**src/rtl/tm_timer_bank.sv**
```systemverilog
// Wishbone slave with three 16-bit down-counting timers, each raising a sticky level interrupt.
// Define TM_TIMER_CAPTURE_EN to add per-timer capture registers fed by a shared cycle counter.
module tm_timer_bank #(
  parameter int WB_DWIDTH = 128,
  parameter int WB_SWIDTH = 16
) (
  input  logic                 clk,
  input  logic                 reset,
  input  logic [31:0]          i_wb_adr,
  input  logic [WB_SWIDTH-1:0] i_wb_sel,
  input  logic                 i_wb_we,
  input  logic [WB_DWIDTH-1:0] i_wb_dat,
  output logic [WB_DWIDTH-1:0] o_wb_dat,
  input  logic                 i_wb_cyc,
  input  logic                 i_wb_stb,
  output logic                 o_wb_ack,
  output logic                 o_wb_err,
  output logic [2:0]           o_timer_int
);

  localparam logic [7:0] OFF_LOAD  = 8'h00;
  localparam logic [7:0] OFF_VALUE = 8'h04;
  localparam logic [7:0] OFF_CTRL  = 8'h08;
  localparam logic [7:0] OFF_CLR   = 8'h0C;
  localparam logic [7:0] OFF_STAT  = 8'h10;
  localparam logic [7:0] OFF_CAPT  = 8'h14;

  logic        rd_d1;
  logic        start_write;
  logic        start_read;
  logic [31:0] wdata;
  logic [31:0] rword;
  logic [31:0] rdata_q;

  logic [1:0]  tsel;
  logic [7:0]  off;
  logic        tvalid;
  logic [2:0]  wr_load;
  logic [2:0]  wr_ctrl;
  logic [2:0]  wr_clr;

  logic [7:0]  pre_q;
  logic [15:0] load_q  [3];
  logic [15:0] value_q [3];
  logic [1:0]  psc_q   [3];
  logic [2:0]  en_q;
  logic [2:0]  per_q;
  logic [2:0]  int_q;
  logic [2:0]  tick;
  logic [2:0]  expire;

  logic [2:0]  capt_en_rd;
  logic [31:0] capt_rd;

  // With we=0 the write term of ack is zero, so !ack reduces to !rd_d1.
  assign start_write = i_wb_stb & i_wb_we & ~rd_d1;
  assign start_read  = i_wb_stb & ~i_wb_we & ~rd_d1;
  assign o_wb_ack    = start_write | (i_wb_stb & rd_d1);
  assign o_wb_err    = 1'b0;
  assign o_timer_int = int_q;

  generate
    if (WB_DWIDTH == 128) begin : g_w128
      assign wdata    = i_wb_dat[{i_wb_adr[3:2], 5'd0} +: 32];
      assign o_wb_dat = {4{rdata_q}};
    end else begin : g_w32
      assign wdata    = i_wb_dat[31:0];
      assign o_wb_dat = rdata_q;
    end
  endgenerate

  assign tsel   = i_wb_adr[9:8];
  assign off    = i_wb_adr[7:0];
  assign tvalid = (i_wb_adr[15:10] == 6'd0) && (tsel != 2'd3);

  always_comb begin
    wr_load = '0;
    wr_ctrl = '0;
    wr_clr  = '0;
    for (int n = 0; n < 3; n++) begin
      if (start_write && tvalid && (tsel == 2'(n))) begin
        wr_load[n] = (off == OFF_LOAD);
        wr_ctrl[n] = (off == OFF_CTRL);
        wr_clr[n]  = (off == OFF_CLR);
      end
    end
  end

  always_comb begin
    tick   = '0;
    expire = '0;
    for (int n = 0; n < 3; n++) begin
      case (psc_q[n])
        2'd0:    tick[n] = 1'b1;
        2'd1:    tick[n] = (pre_q[3:0] == 4'hF);
        default: tick[n] = (pre_q == 8'hFF);
      endcase
      expire[n] = en_q[n] & tick[n] & (value_q[n] == 16'd0);
    end
  end

  always_ff @(posedge clk) begin
    if (reset) begin
      pre_q   <= 8'd0;
      rd_d1   <= 1'b0;
      rdata_q <= 32'd0;
      en_q    <= 3'd0;
      per_q   <= 3'd0;
      int_q   <= 3'd0;
      for (int n = 0; n < 3; n++) begin
        load_q[n]  <= 16'd0;
        value_q[n] <= 16'd0;
        psc_q[n]   <= 2'd0;
      end
    end else begin
      pre_q <= pre_q + 8'd1;
      rd_d1 <= start_read;
      if (start_read) begin
        rdata_q <= rword;
      end
      for (int n = 0; n < 3; n++) begin
        // A LOAD write overrides both reload and decrement in the same cycle.
        if (wr_load[n]) begin
          load_q[n]  <= wdata[15:0];
          value_q[n] <= wdata[15:0];
        end else if (expire[n]) begin
          if (per_q[n]) begin
            value_q[n] <= load_q[n];
          end
        end else if (en_q[n] && tick[n]) begin
          value_q[n] <= value_q[n] - 16'd1;
        end

        if (wr_ctrl[n]) begin
          en_q[n]  <= wdata[7];
          per_q[n] <= wdata[6];
          psc_q[n] <= wdata[3:2];
        end else if (expire[n] && !per_q[n]) begin
          en_q[n] <= 1'b0;
        end

        // Expiry beats a simultaneous clear so no event is lost.
        if (expire[n]) begin
          int_q[n] <= 1'b1;
        end else if (wr_clr[n]) begin
          int_q[n] <= 1'b0;
        end
      end
    end
  end

`ifdef TM_TIMER_CAPTURE_EN
  logic [31:0] cyc_cnt_q;
  logic [31:0] capt_q [3];
  logic [2:0]  capt_en_q;

  always_ff @(posedge clk) begin
    if (reset) begin
      cyc_cnt_q <= 32'd0;
      capt_en_q <= 3'd0;
      for (int n = 0; n < 3; n++) begin
        capt_q[n] <= 32'd0;
      end
    end else begin
      cyc_cnt_q <= cyc_cnt_q + 32'd1;
      for (int n = 0; n < 3; n++) begin
        if (wr_ctrl[n]) begin
          capt_en_q[n] <= wdata[5];
        end
        if (expire[n] && capt_en_q[n]) begin
          capt_q[n] <= cyc_cnt_q;
        end
      end
    end
  end

  assign capt_en_rd = capt_en_q;
  assign capt_rd    = (tsel == 2'd3) ? 32'd0 : capt_q[tsel];
`else
  assign capt_en_rd = 3'd0;
  assign capt_rd    = 32'd0;
`endif

  always_comb begin
    rword = 32'd0;
    if (tvalid) begin
      case (off)
        OFF_LOAD:  rword = {16'd0, load_q[tsel]};
        OFF_VALUE: rword = {16'd0, value_q[tsel]};
        OFF_CTRL:  rword = {24'd0, en_q[tsel], per_q[tsel], capt_en_rd[tsel], 1'b0,
                            psc_q[tsel], 2'b00};
        OFF_STAT:  rword = {31'd0, int_q[tsel]};
        OFF_CAPT:  rword = capt_rd;
        default:   rword = 32'd0;
      endcase
    end
  end

  logic unused;
  assign unused = &{1'b0, i_wb_cyc, i_wb_sel, i_wb_adr[31:16], i_wb_adr[3:0], wdata[31:16],
                    wdata[4], wdata[1:0]};

endmodule

```
**config.mk**
```make
export PLATFORM = sky130hd
export DESIGN_NAME = tm_timer_bank
export DESIGN_NICKNAME = d
export VERILOG_FILES = /design/src/rtl/tm_timer_bank.sv
export SDC_FILE = /design/constraint.sdc
export NUM_CORES = 1
export LEC_CHECK = 0
export BUFFER_PORTS_ARGS = -buffer_cell sky130_fd_sc_hd__buf_2
export CAP_MARGIN = 25
export CORE_UTILIZATION = 56
export DETAILED_ROUTE_END_ITERATION = 12
export PLACE_DENSITY = 0.88
export SLEW_MARGIN = 20
export SYNTH_ARGS = -nofsm -noshare
export SYNTH_HDL_FRONTEND = slang
export SYNTH_SLANG_ARGS = --single-unit
```
**constraint.sdc**
```tcl
create_clock -name clk -period 8.3 [get_ports clk]
set_input_delay 1.66 -clock clk [delete_from_list [all_inputs] [get_ports clk]]
set_output_delay 1.66 -clock clk [all_outputs]
set_load 0.1 [all_outputs]
```
Word-level counts from Yosys, hierarchy flattened
Memories as Yosys holds them, arrays and structs flattened.
Cells that the tools add are included.
Operators by class
  add/subtract/negate cells: 4
  magnitude comparators: 1
  equality and inequality tests: 12
  shift operators: 1
  mux-type cells: 99
  bitwise logic cells: 29
  reductions and logical operators: 29
Operator list (count)
  two-way mux 16 bit: 13
  variable part select 128 x 8 -> 16 bit: 1
  two-way mux 1 bit: 75
  one-hot mux 16 bit (4 select lines): 1
  logical NOT 16 bit: 3
  subtractor 16 x 1 -> 16 bit (second input constant): 3
  == test 8 x 4 -> 1 bit (second input constant): 2
  OR 1 bit: 16
  nonzero test 2 bit: 6
  AND 1 bit: 11
  logical AND 1 bit: 11
  adder 8 x 1 -> 8 bit (second input constant): 1
  binary-select mux 1 bit (select 2 bit): 4
  == test 2 x 1 -> 1 bit (second input constant): 4
  == test 8 x 3 -> 1 bit (second input constant): 1
  == test 8 x 5 -> 1 bit (second input constant): 1
  == test 8 bit (second input constant): 1
  logical NOT 2 bit: 4
  logical NOT 8 bit: 1
  logical NOT 6 bit: 1
  two-way mux 2 bit: 3
  one-hot mux 1 bit (2 select lines): 3
  == test 4 bit (second input constant): 1
  logical NOT 1 bit: 3
  other kinds (4): 5
Storage, ports and cells
  bits in registers: 50
  memory bits (writable): 102
  bits of input ports: 181
  output and inout port bits: 133
  logic and storage cells: 190
  memories: 3
Memories
  load_q: words 3, width 16, rd ports 4, clocked after Yosys merged registers in 0, write ports 3, RTL line 43  | logic [15:0] load_q [3];
  value_q: words 3, width 16, rd ports 4, clocked after Yosys merged registers in 0, write ports 3, RTL line 44  | logic [15:0] value_q [3];
  psc_q: words 3, width 2, rd ports 4, clocked after Yosys merged registers in 0, write ports 3, RTL line 45  | logic [1:0] psc_q [3];

Longest topological paths before layout
Gate-level depths: netlist of the first run.
  word-level depth: 11
  gate-level depth with buffers: 9
  gate-level depth less buffers: 8

Worst setup path after synthesis of the first run
Ideal clock, no wire load.
  path type: in2out
  start point: input i_wb_we
  end point: output o_wb_ack
  data arrival time: 3038 ps
  slack: 3602 ps
  stages on the path: 2
  path buffers: 0
  cells stage by stage: nor2_1 -> nor2b_1
Between the ends
  longest elaborated chain between the ends: 3
Ends and longest elaborated chain
  from (decl): RTL line 11  | input logic i_wb_we,
  AND 1 bit (2 in series): RTL line 56  | assign start_write = i_wb_stb & i_wb_we & ~rd_d1;
  OR 1 bit: RTL line 58  | assign o_wb_ack = start_write | (i_wb_stb & rd_d1);
  to (decl): RTL line 16  | output logic o_wb_ack,
Every way passes these cells.

==> out/qor.txt, run 1 <==
Status = completed
DP HPWL = 18000 microns
Relative slew slack = 22.1%
IO Port Bufs = 151
Placement Setup Slack = 3620 ps
Post-DR vias/cell = 6.26
Hold crit path type = flop to flop
Clock Latency Late Sink = 440 ps
Final Max Slew Viols = 0
Sinks on Clock Net = 136
Postcts setup bufs = 0
Share of the synthesized area in the top cell type = 33.1%
Leak Pwr = 0.00411 uW
Fmax = 0.229 GHz
CTS resizes = 0
Die X = 131 microns
Routed WL = 26100 microns
Flop pwr share = 41.3%
Startpoint types = input port
Synth area leaders = edfxtp_1 (33%), buf_4 (9.3%), dfxtp_1 (7.4%)
Async SR Flop Fraction = 0%
Largest net degree at the start of global routing = 81
Seq/Total Area, Yosys = 40.4%
Max Cap Viol = 0
WL per Instance = 20.6 microns
Synth cell types = 67
Critical Path RT = 8530 ps
Vias in the first global route = 7154
Antenna violations before repair = 0
Clock power share = 42.2%
Placed Area = 0.00947 sq mm
H-tree depth = 4
Int Power = 1320 uW
Placer Congestion = 0.972
# setup viols final = 0
Most common cell in the synthesized netlist = nor2_1
Worst Max-Slew Pin Slew = 1160 ps
CP Class = input port to flop
Vias = 7908
Critical path peak fanout = 39
Largest area contributor in the netlist = edfxtp_1
Ant diodes = 0
Final-report hold violation count = 0
RSZ-0062 raised after global routing = false
Main synth FF type = edfxtp_1
1st-pass router iterations = 6
Mapped Cells = 962
Final worst setup slack = 3930 ps
Setup crit end kind = flop
CTS tree = built
Syn avg cell area = 9.62 sq um
Period utilisation layout = 52.6%
Longest Clk Path Bufs = 2
Die area = 0.0170 sq mm
Worst-case vdd ir drop = 0.000149 V
Overall global routing resource usage = 30.8%
Commonest cells post-synth = nor2_1 (117), buf_4 (115), edfxtp_1 (102)
Row count = 46
DRC = 0
Switching Fraction = 29.3%
Total gr overflow = 0
FF+latch count, synth = 136
Root Driver = clkbuf_16
Worst-path clk slew = 60 ps
Pwr/cell area = 185 mW/mm^2
Num CTS Buffers = 17
I/O Pins = 314
Final nets = 1222
CTS hold repair buffers = 0
P_sw = 548 uW
Initial Utilization = 57.9%
Final Instance Area = 0.0101 sq mm
DR iter-0 viols = 1109
Die Span Y = 131 microns
Syn Std Cell Area = 0.00926 sq mm
Yosys warns = 0
Setup tns final = 0 ps
Combinational power share = 16.4%
EDFF count, synth = 102
Clock skew = 11.8 ps
Total core area = 0.0160 sq mm
Fraction of layout instances using a drive strength above 1 = 24.1%
Layout area overhead = 8.95%
Min cycle time layout = 4370 ps
Global-route wire length before repair = 38500 microns
Worst path arrival time = 4600 ps
Post-route ant nets = 0
## power groups by stage
stage               clock network [uW]  logic (uW)  registers (uW)
finish                             789         307             773
floorplan                            0         267             776
CTS                                785         301             771
global route                       816         321             773
global placement                     0         295             783
detailed placement                   0         298             785
## cells by family after synthesis
family | Yosys count | share of synthesized area, %
xor gates and xnor gates | 43 | 4.07
muxes | 72 | 8.49
adders and majority gates | 6 | 0.811
and+or+nand+nor | 313 | 18.1
AOI/OAI and AO/OA | 201 | 15.1
other | 1 | 0.0405
DFF | 136 | 40.4
buffers and inverters | 190 | 12.9
## path summary, 6_finish.rpt
kind	endpoint	cells past startpoint	from	slack, ps
worst min-delay path	pre_q[0]	1	pre_q[0]	430
worst max register to register	value_q[2][1]	8	value_q[2][0]	5060
worst min register to register	pre_q[0]	1	pre_q[0]	430
worst max-delay path	value_q[2][8]	7	i_wb_adr[3]	3930
## state kept, by name (all words and copies together), names as in the netlist
register,cells
rdata_q,16
o_timer_int,3
psc_q,6
pre_q,8
en_q,3
value_q,48
per_q,3
rd_d1,1
load_q,48
## stage by stage
| step | hold WS [ps] | util, % | power, uW | std cells |
|---|---|---|---|---|
| after floorplan | 398 | - | 1040 | 1026 |
| after global routing | 445 | 63.0 | 1910 | 1264 |
| after detailed placement | 424 | 59.2 | 1080 | 1232 |
| after global placement | 414 | 59.2 | 1080 | 1232 |
| final | 429 | 63.0 | 1870 | 1264 |
| after CTS | 436 | 63.0 | 1860 | 1264 |
## layout make-up
cell class / instances / area (sq um)
repair buffers: 158 / 808
multi-input cells: 700 / 4560
fillers: 1206 / 5920
clock buffers: 26 / 533
well taps: 216 / 270
inverters: 22 / 82.6
clock inverters: 6 / 83.8
flip-flops and latches: 136 / 3740
## per-layer routing
layer	vias up	track usage (%)	wire length, microns
met5	-	0	0
met4	0	19.7	1520
met3	108	7.74	3230
met2	644	50.3	12200
met1	3679	36.3	9100
li1	3477	-	-
## layout by cell type, fill, tap and decap left out, types with 12 or more instances in the layout
cell type	instances
buf_2	151
nor2_1	117
edfxtp_1	102
conb_1	65
nand2_1	60
mux2i_1	56
a21oi_1	47
o21ai_0	40
dfxtp_1	34
o22ai_1	30
a22o_1	27
xnor2_1	24
inv_1	22
nor3_2	21
clkbuf_16	20
xor2_1	19
a22oi_1	16
nor4_1	15
nand3_1	15
nor3_1	14
a211oi_2	13
mux2_2	12
## worst max-delay path, cell delays in order
cell and delay (ps):
buf_2 810, nor3_1 150, nor3b_4 230, a41o_2 460, nor2_1 920, nand3_1 200
o31ai_1 160
No activity file was read; power rests on OpenSTA's default activity.
==> run 2: changes to the inputs <==
--- a/config.mk
+++ b/config.mk
@@ -7,9 +7,9 @@
 export LEC_CHECK = 0
 export BUFFER_PORTS_ARGS = -buffer_cell sky130_fd_sc_hd__buf_2
 export CAP_MARGIN = 25
-export CORE_UTILIZATION = 56
+export CORE_UTILIZATION = 52
 export DETAILED_ROUTE_END_ITERATION = 12
-export PLACE_DENSITY = 0.88
+export PLACE_DENSITY = 0.82
 export SLEW_MARGIN = 20
 export SYNTH_ARGS = -nofsm -noshare
 export SYNTH_HDL_FRONTEND = slang
==> constraint.sdc (replaced) <==
create_clock -name clk -period 4.3 [get_ports clk]
set_input_delay 0.86 -clock clk [delete_from_list [all_inputs] [get_ports clk]]
set_output_delay 0.86 -clock clk [all_outputs]
set_load 0.1 [all_outputs]
==> out/qor.txt, run 2 (same netlist as run 1, synthesis figures left out) <==
Final worst setup slack = 598 ps (-3330 ps)
Slowest-stage cell, CP = a21o_1
Startpoint types = flop
Vias = 7706 (-2.6%)
Period utilisation layout = 86.1%
RSZ-0062 raised after global routing = false
Total core area = 0.0174 sq mm (+8.5%)
Row count = 48 (+4.3%)
Overall global routing resource usage = 28.5% (-2.3 points)
Post-DR vias/cell = 6.00 (-4.1%)
# setup viols final = 0 (unchanged)
DP HPWL = 18900 microns (+5.0%)
Min cycle time layout = 3700 ps
Worst path arrival time = 3870 ps (-730 ps)
Final nets = 1234 (+0.98%)
Pwr/cell area = 353 mW/mm^2 (+90%)
Status = completed
Slowest stage delay, CP = 710 ps (-210 ps)
Total power = 3590 uW (+92%)
Critical path peak fanout = 20 (-49%)
Register area = 0.00374 sq mm (unchanged)
Final Max Slew Viols = 0 (unchanged)
Layout area overhead = 9.77%
Initial Utilization = 53.3% (-4.5 points)
Longest Clk Path Bufs = 2 (unchanged)
Ant diodes = 0 (unchanged)
Post-route ant nets = 0 (unchanged)
Fraction of layout instances using a drive strength above 1 = 25.3% (+1.1 points)
CP Class = flop to flop
DR iter-0 viols = 809 (-27%)
Num CTS Buffers = 17 (unchanged)
Setup crit end kind = flop
Clock Latency Late Sink = 440 ps (about the same)
Sinks on Clock Net = 136 (unchanged)
Placement Setup Slack = 754 ps (-2870 ps)
Top flop regs = load_q x48, value_q x48, rdata_q x16
Vias in the first global route = 6890 (-3.7%)
Antenna violations before repair = 0 (unchanged)
Commonest non-fill, non-tap cell in the layout = buf_2
CTS hold repair buffers = 0 (unchanged)
# fillers = 1437 (+19%)
Global-route wire length before repair = 38900 microns (+1.0%)
Largest net degree at the start of global routing = 75 (-7.4%)
Routed WL = 25800 microns (-1.2%)
Buf/Inv on CP = 2 (+1)
I/O Pins = 314 (unchanged)
Placer Congestion = 0.987 (+1.6%)
Final-report hold violation count = 0 (unchanged)
Total gr overflow = 0 (unchanged)
IO Port Bufs = 151 (unchanged)
CP top delay family = simple AND/OR/NAND/NOR gates
Max Cap Viol = 0 (unchanged)
Die Span Y = 135 microns (+3.7%)
Clock skew = 10.7 ps (-1.05 ps)
1st-pass router iterations = 5 (-1)
Commonest non-fill, non-tap cells in the layout = buf_2 (151), nor2_1 (117), edfxtp_1 (102)
CTS tree = built
Relative slew slack = 31.2% (+9.1 points)
WL per Instance = 20.1 microns (-2.9%)
Postcts setup bufs = 0 (unchanged)
Cell Chain, Critical Path = inv_1 -> ha_1 -> nor4b_1 -> nand4_1 -> a21boi_4 -> a21o_1 -> buf_4 -> nor3_1
Fmax = 0.270 GHz
DRC = 0 (unchanged)
Setup tns final = 0 ps (unchanged)
Worst-path clk slew = 60 ps (about the same)
Critical Path RT = 4470 ps (-4060 ps)
Die X = 135 microns (+3.7%)
Multi-input logic area = 0.00455 sq mm (-0.19%)
Worst-case vdd ir drop = 0.000296 V (+99%)
Leak Pwr = 0.00416 uW (+1.2%)
Root Driver = clkbuf_16
Hold crit path type = flop to flop
H-tree depth = 4 (unchanged)
Die area = 0.0183 sq mm (+7.6%)
Worst Max-Slew Pin Slew = 1030 ps (-127 ps)
CTS resizes = 0 (unchanged)
## run 2: worst paths after layout
check | startpoint | end | slack, ps | depth (start not counted)
setup reg to reg | value_q[0][0] | value_q[0][0] | 600 | 8
hold reg to reg | pre_q[0] | pre_q[0] | 430 | 1
hold / removal | pre_q[0] | pre_q[0] | 430 | 1
setup / recovery | value_q[0][0] | value_q[0][0] | 600 | 8
## run 2: power breakdown
part,switching [uW],internal (uW)
Sequential,41.9,1450
Clock,582,920
Combinational,460,136
Total,1080,2500
## run 2: area by class of cell
class	instances	area share, %
sequential	136	36.8
multi-input combinational	700	44.8
clock buffer	22	4.78
tap	225	2.77
inverter	22	0.813
clock inverter	10	1.13
timing repair buffer	170	8.84
## run 2: layer usage
| metal | wire length (microns) | track usage (%) | vias to the layer above |
|---|---|---|---|
| met4 | 817 | 11.9 | 0 |
| met5 | 0 | 0 | - |
| met3 | 3000 | 6.70 | 63 |
| met2 | 12000 | 45.5 | 517 |
| met1 | 9920 | 37.2 | 3619 |
| li1 | - | - | 3507 |
## run 2: stage by stage
stage | hold slack [ps] | utilization [%] | instance area, sq um | cells
final | 432 | 58.5 | 10200 | 1285
after global routing | 457 | 58.5 | 10200 | 1285
after CTS | 437 | 58.5 | 10200 | 1284
after detailed placement | 421 | 55.0 | 9550 | 1252
after global placement | 413 | 55.0 | 9550 | 1252
after floorplan | 398 | - | 9500 | 1026
